[config.mk]
export PLATFORM = sky130hd
export DESIGN_NAME = ycc_vector_gather
export DESIGN_NICKNAME = d
export VERILOG_FILES = /design/src/rtl/mjpeg_pkg.sv /design/src/rtl/pulse_delay_line.sv /design/src/rtl/ycc_vector_gather.sv
export SDC_FILE = /design/constraint.sdc
export NUM_CORES = 1
export LEC_CHECK = 0
export ABC_AREA = 1
export CORE_AREA = 2 2 80 159
export CTS_CLUSTER_SIZE = 8
export DETAILED_ROUTE_END_ITERATION = 10
export DIE_AREA = 0 0 82 161
export GPL_ROUTABILITY_DRIVEN = 0
export GPL_TIMING_DRIVEN = 0
export PLACE_DENSITY = 0.82
export SLEW_MARGIN = 20
export SYNTH_ARGS = -nofsm -noshare
export SYNTH_HDL_FRONTEND = slang
export SYNTH_SLANG_ARGS = --single-unit
export TNS_END_PERCENT = 1
[constraint.sdc]
create_clock -name sys_clk -period 1.6 [get_ports sys_clk]
set_input_delay 0.32 -clock sys_clk [delete_from_list [all_inputs] [get_ports sys_clk]]
set_output_delay 0.32 -clock sys_clk [all_outputs]
set_load 0.02 [all_outputs]
[src/rtl/mjpeg_pkg.sv]
// rtl/mjpeg_pkg.sv - shared MJPEG types, geometry constants and sample helpers
package mjpeg_pkg;

    typedef enum logic [1:0] {
        COMP_Y  = 2'd0,
        COMP_CR = 2'd1,
        COMP_CB = 2'd2
    } comp_e;

    localparam int SAMPLES_PER_VEC = 8;
    localparam int VEC_PER_BLK     = 8;
    localparam int BLK_PER_MCU     = 8;

    typedef enum logic {
        IDLE = 1'b0,
        RUN  = 1'b1
    } gather_state_e;

    // Blocks 0-3 are luma, 4-5 Cr, 6-7 Cb.
    function automatic comp_e comp_of_blk(input logic [2:0] blk);
        if (!blk[2]) begin
            return COMP_Y;
        end else if (!blk[1]) begin
            return COMP_CR;
        end else begin
            return COMP_CB;
        end
    endfunction

    // Unsigned sample minus 128 is exactly an MSB flip in 8 bits.
    function automatic logic [7:0] level_shift(input logic [7:0] x, input logic en);
        return en ? {~x[7], x[6:0]} : x;
    endfunction

endpackage

[src/rtl/pulse_delay_line.sv]
// rtl/pulse_delay_line.sv - fixed-latency delay for a single-bit pulse
module pulse_delay_line #(
    parameter int DEPTH = 2
) (
    input  logic clk,
    input  logic rst_n,
    input  logic din,
    output logic dout
);

    generate
        if (DEPTH == 0) begin : g_pass
            assign dout = din;
        end else begin : g_shift
            logic [DEPTH-1:0] sr;

            // Shift the pulse one stage per falling edge.
            always_ff @(negedge clk or negedge rst_n) begin
                if (!rst_n) begin
                    sr <= '0;
                end else begin
                    sr <= DEPTH'({sr, din});
                end
            end

            assign dout = sr[DEPTH-1];
        end
    endgenerate

endmodule

[src/rtl/ycc_vector_gather.sv]
// rtl/ycc_vector_gather.sv - gathers 8-sample level-shifted vectors with MCU tags
module ycc_vector_gather
    import mjpeg_pkg::*;
#(
    parameter int START_LAT   = 2,
    parameter bit LEVEL_SHIFT = 1'b1,
    parameter int VEC_PER_MCU = 64
) (
    input  logic        sys_clk,
    input  logic        sys_rst_n,
    input  logic        clr,
    input  logic        rd_start,
    input  logic [7:0]  din,
    input  logic        vec_ready,
    output logic        vec_valid,
    output logic [63:0] vec_data,
    output logic [2:0]  vec_idx,
    output logic [2:0]  blk_idx,
    output logic [1:0]  comp,
    output logic        mcu_last,
    output logic        ovf,
    output logic        err_align
);

    localparam int VW       = (VEC_PER_MCU > 1) ? $clog2(VEC_PER_MCU) : 1;
    localparam int VEC_BITS = $clog2(VEC_PER_BLK);
    localparam int BLK_BITS = $clog2(BLK_PER_MCU);
    localparam int TAG_W    = VEC_BITS + BLK_BITS;
    localparam int HOLD_W   = (SAMPLES_PER_VEC - 1) * 8;

    logic                marker;
    gather_state_e       state_q, state_d;
    logic [2:0]          smp_cnt, smp_d;
    logic                cap, complete, misalign;
    logic [2:0]          cap_slot;
    logic [HOLD_W-1:0]   hold;
    logic [63:0]         assembled;
    logic [VW-1:0]       vec_cnt;
    logic [TAG_W-1:0]    tag;

    pulse_delay_line #(
        .DEPTH (START_LAT)
    ) u_marker (
        .clk   (sys_clk),
        .rst_n (sys_rst_n),
        .din   (rd_start),
        .dout  (marker)
    );

    // A marker always lands in slot 0; otherwise fill the running slot.
    assign cap_slot = marker ? 3'd0 : smp_cnt;
    assign tag      = TAG_W'(vec_cnt);

    // Next-state and capture control for the sample-slot sequencer.
    always_comb begin
        state_d  = state_q;
        smp_d    = smp_cnt;
        cap      = 1'b0;
        complete = 1'b0;
        misalign = 1'b0;
        case (state_q)
            IDLE: begin
                if (marker) begin
                    cap     = 1'b1;
                    smp_d   = 3'd1;
                    state_d = RUN;
                end
            end
            RUN: begin
                if (marker) begin
                    cap      = 1'b1;
                    smp_d    = 3'd1;
                    misalign = (smp_cnt != 3'd0);
                end else if (smp_cnt == 3'd0) begin
                    state_d = IDLE;
                end else begin
                    cap      = 1'b1;
                    smp_d    = smp_cnt + 3'd1;
                    complete = (smp_cnt == 3'd7);
                end
            end
            default: state_d = IDLE;
        endcase
        if (clr) begin
            state_d  = IDLE;
            smp_d    = 3'd0;
            cap      = 1'b0;
            complete = 1'b0;
            misalign = 1'b0;
        end
    end

    // Seven held samples plus the live one form the completed vector.
    always_comb begin
        assembled = '0;
        for (int i = 0; i < SAMPLES_PER_VEC - 1; i++) begin
            assembled[i*8 +: 8] = level_shift(hold[i*8 +: 8], LEVEL_SHIFT);
        end
        assembled[63:56] = level_shift(din, LEVEL_SHIFT);
    end

    // Sequencer state register.
    always_ff @(negedge sys_clk or negedge sys_rst_n) begin
        if (!sys_rst_n) begin
            state_q <= IDLE;
            smp_cnt <= 3'd0;
        end else begin
            state_q <= state_d;
            smp_cnt <= smp_d;
        end
    end

    // Sample slots, output register, vector counter and sticky flags.
    always_ff @(negedge sys_clk or negedge sys_rst_n) begin
        if (!sys_rst_n) begin
            hold      <= '0;
            vec_valid <= 1'b0;
            vec_data  <= '0;
            vec_idx   <= '0;
            blk_idx   <= '0;
            comp      <= '0;
            mcu_last  <= 1'b0;
            ovf       <= 1'b0;
            err_align <= 1'b0;
            vec_cnt   <= '0;
        end else if (clr) begin
            hold      <= '0;
            vec_valid <= 1'b0;
            vec_data  <= '0;
            vec_idx   <= '0;
            blk_idx   <= '0;
            comp      <= '0;
            mcu_last  <= 1'b0;
            ovf       <= 1'b0;
            err_align <= 1'b0;
            vec_cnt   <= '0;
        end else begin
            for (int i = 0; i < SAMPLES_PER_VEC - 1; i++) begin
                if (cap && cap_slot == 3'(i)) begin
                    hold[i*8 +: 8] <= din;
                end
            end
            if (misalign) begin
                err_align <= 1'b1;
            end
            if (complete) begin
                vec_data  <= assembled;
                vec_valid <= 1'b1;
                vec_idx   <= tag[VEC_BITS-1:0];
                blk_idx   <= tag[TAG_W-1:VEC_BITS];
                comp      <= comp_of_blk(tag[TAG_W-1:VEC_BITS]);
                mcu_last  <= (vec_cnt == VW'(VEC_PER_MCU - 1));
                vec_cnt   <= vec_cnt + VW'(1);
                if (vec_valid && !vec_ready) begin
                    ovf <= 1'b1;
                end
            end else if (vec_valid && vec_ready) begin
                vec_valid <= 1'b0;
            end
        end
    end

endmodule

==> results of run 1 <==
[per-layer routing]
metal | track usage | vias to the layer above
met5 | 0 | -
met3 | 0.05642 | 39
met2 | 0.3836 | 200
met1 | 0.3134 | 2300
met4 | 0.09394 | 0
li1 | - | 2056
[flip-flops by register name, summed over array words and instances (netlist names)]
name	flops
comp	2
vec_idx	3
state_q	1
vec_data	64
mcu_last	1
blk_idx	3
vec_valid	1
hold	56
u_marker.g_shift.sr	2
ovf	1
smp_cnt	3
tag	6
err_align	1
[Yosys cell counts]
master / count
nand3_4: 1
nor2_2: 5
dfrtn_1: 144
a22o_1: 30
a21oi_2: 1
buf_4: 1
nand4_1: 1
nor2_1: 16
o21ai_2: 1
nand3_1: 33
ha_1: 4
buf_2: 15
xnor2_1: 1
clkbuf_1: 2
o21ai_0: 34
nor3_4: 1
nor2_4: 1
inv_2: 4
buf_6: 4
nand2_2: 4
o21ai_1: 44
a21oi_1: 2
nand2_1: 155
inv_1: 42
nand2_4: 4
nand3b_1: 1
o21a_1: 1
o22ai_1: 1
[per-stage QoR]
| stage | instance area (sq um) | cells | setup slack, ns | utilization | setup TNS (ns) |
|---|---|---|---|---|---|
| floorplan | 5639 | 553 | -0.2201 | - | -21.41 |
| global placement | 6704 | 788 | -5.801 | 0.5595 | -1012.70 |
| detailed placement | 6736 | 789 | -1.258 | 0.5622 | -195.96 |
| CTS | 7659 | 827 | -0.5042 | 0.6392 | -58.62 |
| global route | 7707 | 828 | -0.5355 | 0.6433 | -73.39 |
| finish | 7707 | 828 | -0.5279 | 0.6433 | -61.80 |
[how the worst max path moves through the flow]
stage	startpoint	to	slack, ns	cells past startpoint
after floorplan	clr	vec_data[26]	-0.22	6
after global placement	sys_rst_n	hold[4]	-5.80	1
after detailed placement	clr	hold[26]	-1.26	5
after CTS	blk_idx[0]	blk_idx[0]	-0.50	1
after global routing	blk_idx[0]	blk_idx[0]	-0.54	1
final	blk_idx[0]	blk_idx[0]	-0.53	1
[cell type report]
| cell class | count | area, sq um |
|---|---|---|
| multi-input combinational | 341 | 1842 |
| clock inverter | 9 | 177.7 |
| tap | 147 | 183.9 |
| fill | 909 | 4274 |
| inverter | 46 | 175.2 |
| clock buffer | 23 | 478.0 |
| buffer | 22 | 195.2 |
| sequential | 144 | 3603 |
| timing repair buffer | 96 | 1052 |
[power groups by stage]
stage	logic [uW]	registers, uW	clock network [uW]
floorplan	209	3830	0
global placement	387	3840	0
detailed placement	408	3840	0
CTS	442	3790	4390
global route	507	3790	4560
finish	458	3790	4380
[kinds of logic (layout without fill, tap and decap cells)]
family,Yosys count,after routing,share of synthesized area
adders and majority gates,4,4,0.008887
DFF,144,144,0.6399
buffers and inverters,68,196,0.05465
and+or+nand+nor,222,222,0.1717
AOI/OAI and AO/OA,114,114,0.1233
xor gates and xnor gates,1,1,0.001555
[what timing repair did]
action | CTS | global route
endpoints found under the setup margin | 218 | 209
pin swaps | 9 | 1
gates resized for setup | 522 | 14
cloned | 0 | 0
setup buffers | 6 | 1
==> reports/qor.yml, run 1 <==
outcome: "complete, but fails checks"
failed_checks: "setup timing"
synth_area_leaders: "dfrtn_1 64%, nand2_1 10%, a22o_1 4.7%"
cpLargestDelayFamily: "flip-flops"
critical_path_arrival_ns: 1.81
diodes: 0
global_route_wire_length_before_repair_um: 23680
worst_r2r_path_depth: 9
number_of_buffers_and_inverters_on_the_critical_path: 1
postSynthRegisterBits: 144
cpPeakStageDelay_ns: 0.47
worst_path_max_delay_cell: "dfrtn_1"
tritoncts.num_buffers: 17
post_synth.cell_area_avg_sq_um: 10.18
switching_share: 0.2155
report.final.setup_viol: 175
synthToLayoutAreaGrowth_pct: 36.86
power.density_nw_per_um2: 1120
post-synth-top-area-fraction: 0.6399
clock_insertion_delay_worst_skew_ns: 0.40
final.setup_skew_ns: 0.006908
path_cells: "buf_6"
holdCritPathClass: "reg -> reg"
routed_wl_um: 14980
avgRoutedWirePerCell_um: 18.09
buffer_depth_of_the_longest_clock_path: 2
core_region_area_sq_um: 11980
grt_pass1_vias: 4625
worstSetupEndpointType: "primary output"
pwr-share-comb: 0.053
pwr-share-clk: 0.508
worst_case_hold_path_end_point: "u_marker.g_shift.sr[1]"
post_synth_inst_count: 553
r2r_slack_ns: -0.43
r2r_start: "smp_cnt[1]"
routed_via_density: 5.550
cts_hold_buffers: 0
post_detailed_route_count_of_antenna_violating_nets: 0
path_class: "reg -> out"
slew-limit-headroom: 0.6783
mostFrequentLayoutCell: "nand2_1"
sinks_on_the_clock_net: 144
area_of_the_mapped_netlist_sq_um: 5632
cts_max_level: 4
synthDominantAreaCellType: "dfrtn_1"
first_pass_iters: 5
floorplan.die.height_um: 161
post_route_cells_drive_above_1_share: 0.2673
die-area_sq_um: 13200
cp-start-kind: "register"
initial_core_utilization: 0.4700
hold_path_startpoint: "u_marker.g_shift.sr[0]"
routedLengthMet1_um: 6067
max_cap_violations: 0
met3WireLength_um: 791
io_buffers: 88
final_net_count: 685
postSynthNetCount: 570
capture_instance_of_the_worst_register_to_register_path: "vec_data[38]"
congestion_overflow_gr: 0
internal_power_uw: 6770
grt_antenna_before_repair: 0
p_leak_uw: 0.003815
hpwlAfterDp_um: 9177
ys.warnings.count: 0
hold-worst-slack_ns: 0.2947
detailedRoute.firstIterationViolations: 350
design_power_total_uw: 8629
drc_errors: 0
ir_worst_vdd_uv: 863.9
grt_start_max_net_pins: 101
part_of_the_yosys_area_used_for_sequential_elements: 0.6399
power.sequential.fraction: 0.439
clkTransAtPathRegs_ns: 0.04
chipWidth_um: 82
final_max_slew_viol_count: 0
power.net_switching_uw: 1860
slew_at_the_pin_closest_to_its_max_slew_limit_ns: 0.4825
critPathMaxFanout: 2
routed-via-count: 4595
finalHoldViolCount: 0
fp-row-count: 57
met2_length_um: 7658
grt_use_total: 0.2401
worstHoldPathCells: 0
layout_setup_ws_ns: -0.5279
yosysUniqueCellTypes: 28
num_io_pins: 89
layout.cells.most_common_list: "153 x nand2_1, 144 x dfrtn_1, 84 x buf_6, 49 x o21ai_1, 33 x inv_1"
critical_path_required_ns: 1.28
highest-signal-layer: "met4"
grt_setup_unrepaired: "true"
clock_tree_from_tritoncts: "built"
cts.root.buffer_cell: "clkbuf_16"
(Power assumes the default switching activity.)
==> run 2: changes to the inputs <==
Clock period 1.6 ns to 1.9 ns, I/O delays scaled along.
==> reports/qor.yml, run 2 (same netlist as run 1, synthesis figures left out) <==
avgRoutedWirePerCell_um: 17.62
post_detailed_route_count_of_antenna_violating_nets: 0
diodes: 0
global_route_wire_length_before_repair_um: 23400
routed-via-count: 4591
layout.cells.most_common_list: "154 x nand2_1, 144 x dfrtn_1, 83 x buf_6, 52 x o21ai_1, 35 x inv_1"
mostFrequentLayoutCell: "nand2_1"
p_leak_uw: 0.003824
sinks_on_the_clock_net: 144
core_region_area_sq_um: 11980
dp_worst_setup_slack_ns: -1.138
power.density_nw_per_um2: 955.7
fp-row-count: 57
post_route_cells_drive_above_1_share: 0.2614
failed_checks: "setup timing"
cts.root.buffer_cell: "clkbuf_16"
floorplan.die.height_um: 161
hpwlAfterDp_um: 9082
finalHoldViolCount: 0
final.setup_skew_ns: 0.004574
outcome: "complete, but fails checks"
regMostFlops: "vec_data"
postLayoutCoreUtil: 0.6408
worstSetupEndpointType: "primary output"
grt_pass1_vias: 4536
io_buffers: 88
number_of_buffers_and_inverters_on_the_critical_path: 1
grt_start_max_net_pins: 76
clock_tree_from_tritoncts: "built"
design_power_total_uw: 7337
grt_antenna_before_repair: 0
clkTransAtPathRegs_ns: 0.04
critical_path_required_ns: 1.52
grt_use_total: 0.2360
critical_path_arrival_ns: 1.94
synthToLayoutAreaGrowth_pct: 36.33
worst_path_max_delay_cell: "dfrtn_1"
slew_at_the_pin_closest_to_its_max_slew_limit_ns: 0.5183
final_net_count: 685
largest_register_ffs: 64
drc_errors: 0
setup_total_negative_slack_ns: -30.40
cpPeakStageDelay_ns: 0.45
routed_via_density: 5.545
initial_core_utilization: 0.4700
detailedRoute.firstIterationViolations: 410
congestion_overflow_gr: 0
cts_hold_buffers: 0
chipWidth_um: 82
routed_wl_um: 14590
holdCritPathClass: "reg -> reg"
ir_worst_vdd_uv: 702.5
layout_setup_ws_ns: -0.4176
max_cap_violations: 0
first_pass_iters: 6
cpLargestDelayFamily: "flip-flops"
tritoncts.num_buffers: 17
critPathMaxFanout: 2
die-area_sq_um: 13200
report.final.setup_viol: 113
num_io_pins: 89
path_class: "reg -> out"
slew-limit-headroom: 0.6544
buffer_depth_of_the_longest_clock_path: 2
path_cells: "buf_6"
hold-worst-slack_ns: 0.3027
clock_insertion_delay_worst_skew_ns: 0.40
final_max_slew_viol_count: 0
cp-start-kind: "register"
grt_setup_unrepaired: "true"
cts_max_level: 4
[run 2: repair_timing]
| item | in CTS | in global routing |
|---|---|---|
| setup buffers | 5 | 2 |
| resized for setup | 490 | 30 |
| pin swaps | 2 | 4 |
| endpoints found under the setup margin | 218 | 202 |
[run 2: area by class of cell]
class	instances	area [sq um]
multi-input combinational	341	1813
sequential	144	3603
timing repair buffer	96	1067
clock inverter	14	239.0
inverter	46	175.2
tap	147	183.9
buffer	22	166.4
fill	880	4304
clock buffer	18	429.2
[run 2: worst paths after layout]
path / startpoint / to / slack [ns] / depth (start not counted)
max reg2reg: smp_cnt[1] / vec_data[63] / -0.06 / 9
min reg2reg: u_marker.g_shift.sr[0] / u_marker.g_shift.sr[1] / 0.30 / 0
min in group asynchronous: sys_rst_n / vec_data[35] / 0.78 / 1
min: u_marker.g_shift.sr[0] / u_marker.g_shift.sr[1] / 0.30 / 0
max in group asynchronous: sys_rst_n / hold[25] / 0.34 / 2
max: vec_data[45] / vec_data[45] / -0.42 / 1
[run 2: power by group]
part | internal [uW] | leakage [uW] | switching, uW
Sequential | 3150 | 0.00198 | 37.6
Combinational | 109 | 0.00153 | 270
Clock | 2460 | 0.000316 | 1310
Total | 5720 | 0.00382 | 1620
[run 2: metrics by stage]
| stage | instances | instance area, sq um |
|---|---|---|
| after floorplan | 553 | 5639 |
| after global placement | 788 | 6704 |
| after detailed placement | 789 | 6736 |
| after CTS | 826 | 7619 |
| after global routing | 828 | 7677 |
| final | 828 | 7677 |
[run 2: metal layers]
layer | wire length (um) | GRT usage
met4 | 386 | 0.08409
met1 | 5812 | 0.3246
met3 | 1000 | 0.05363
met5 | 0 | 0
met2 | 7389 | 0.3662
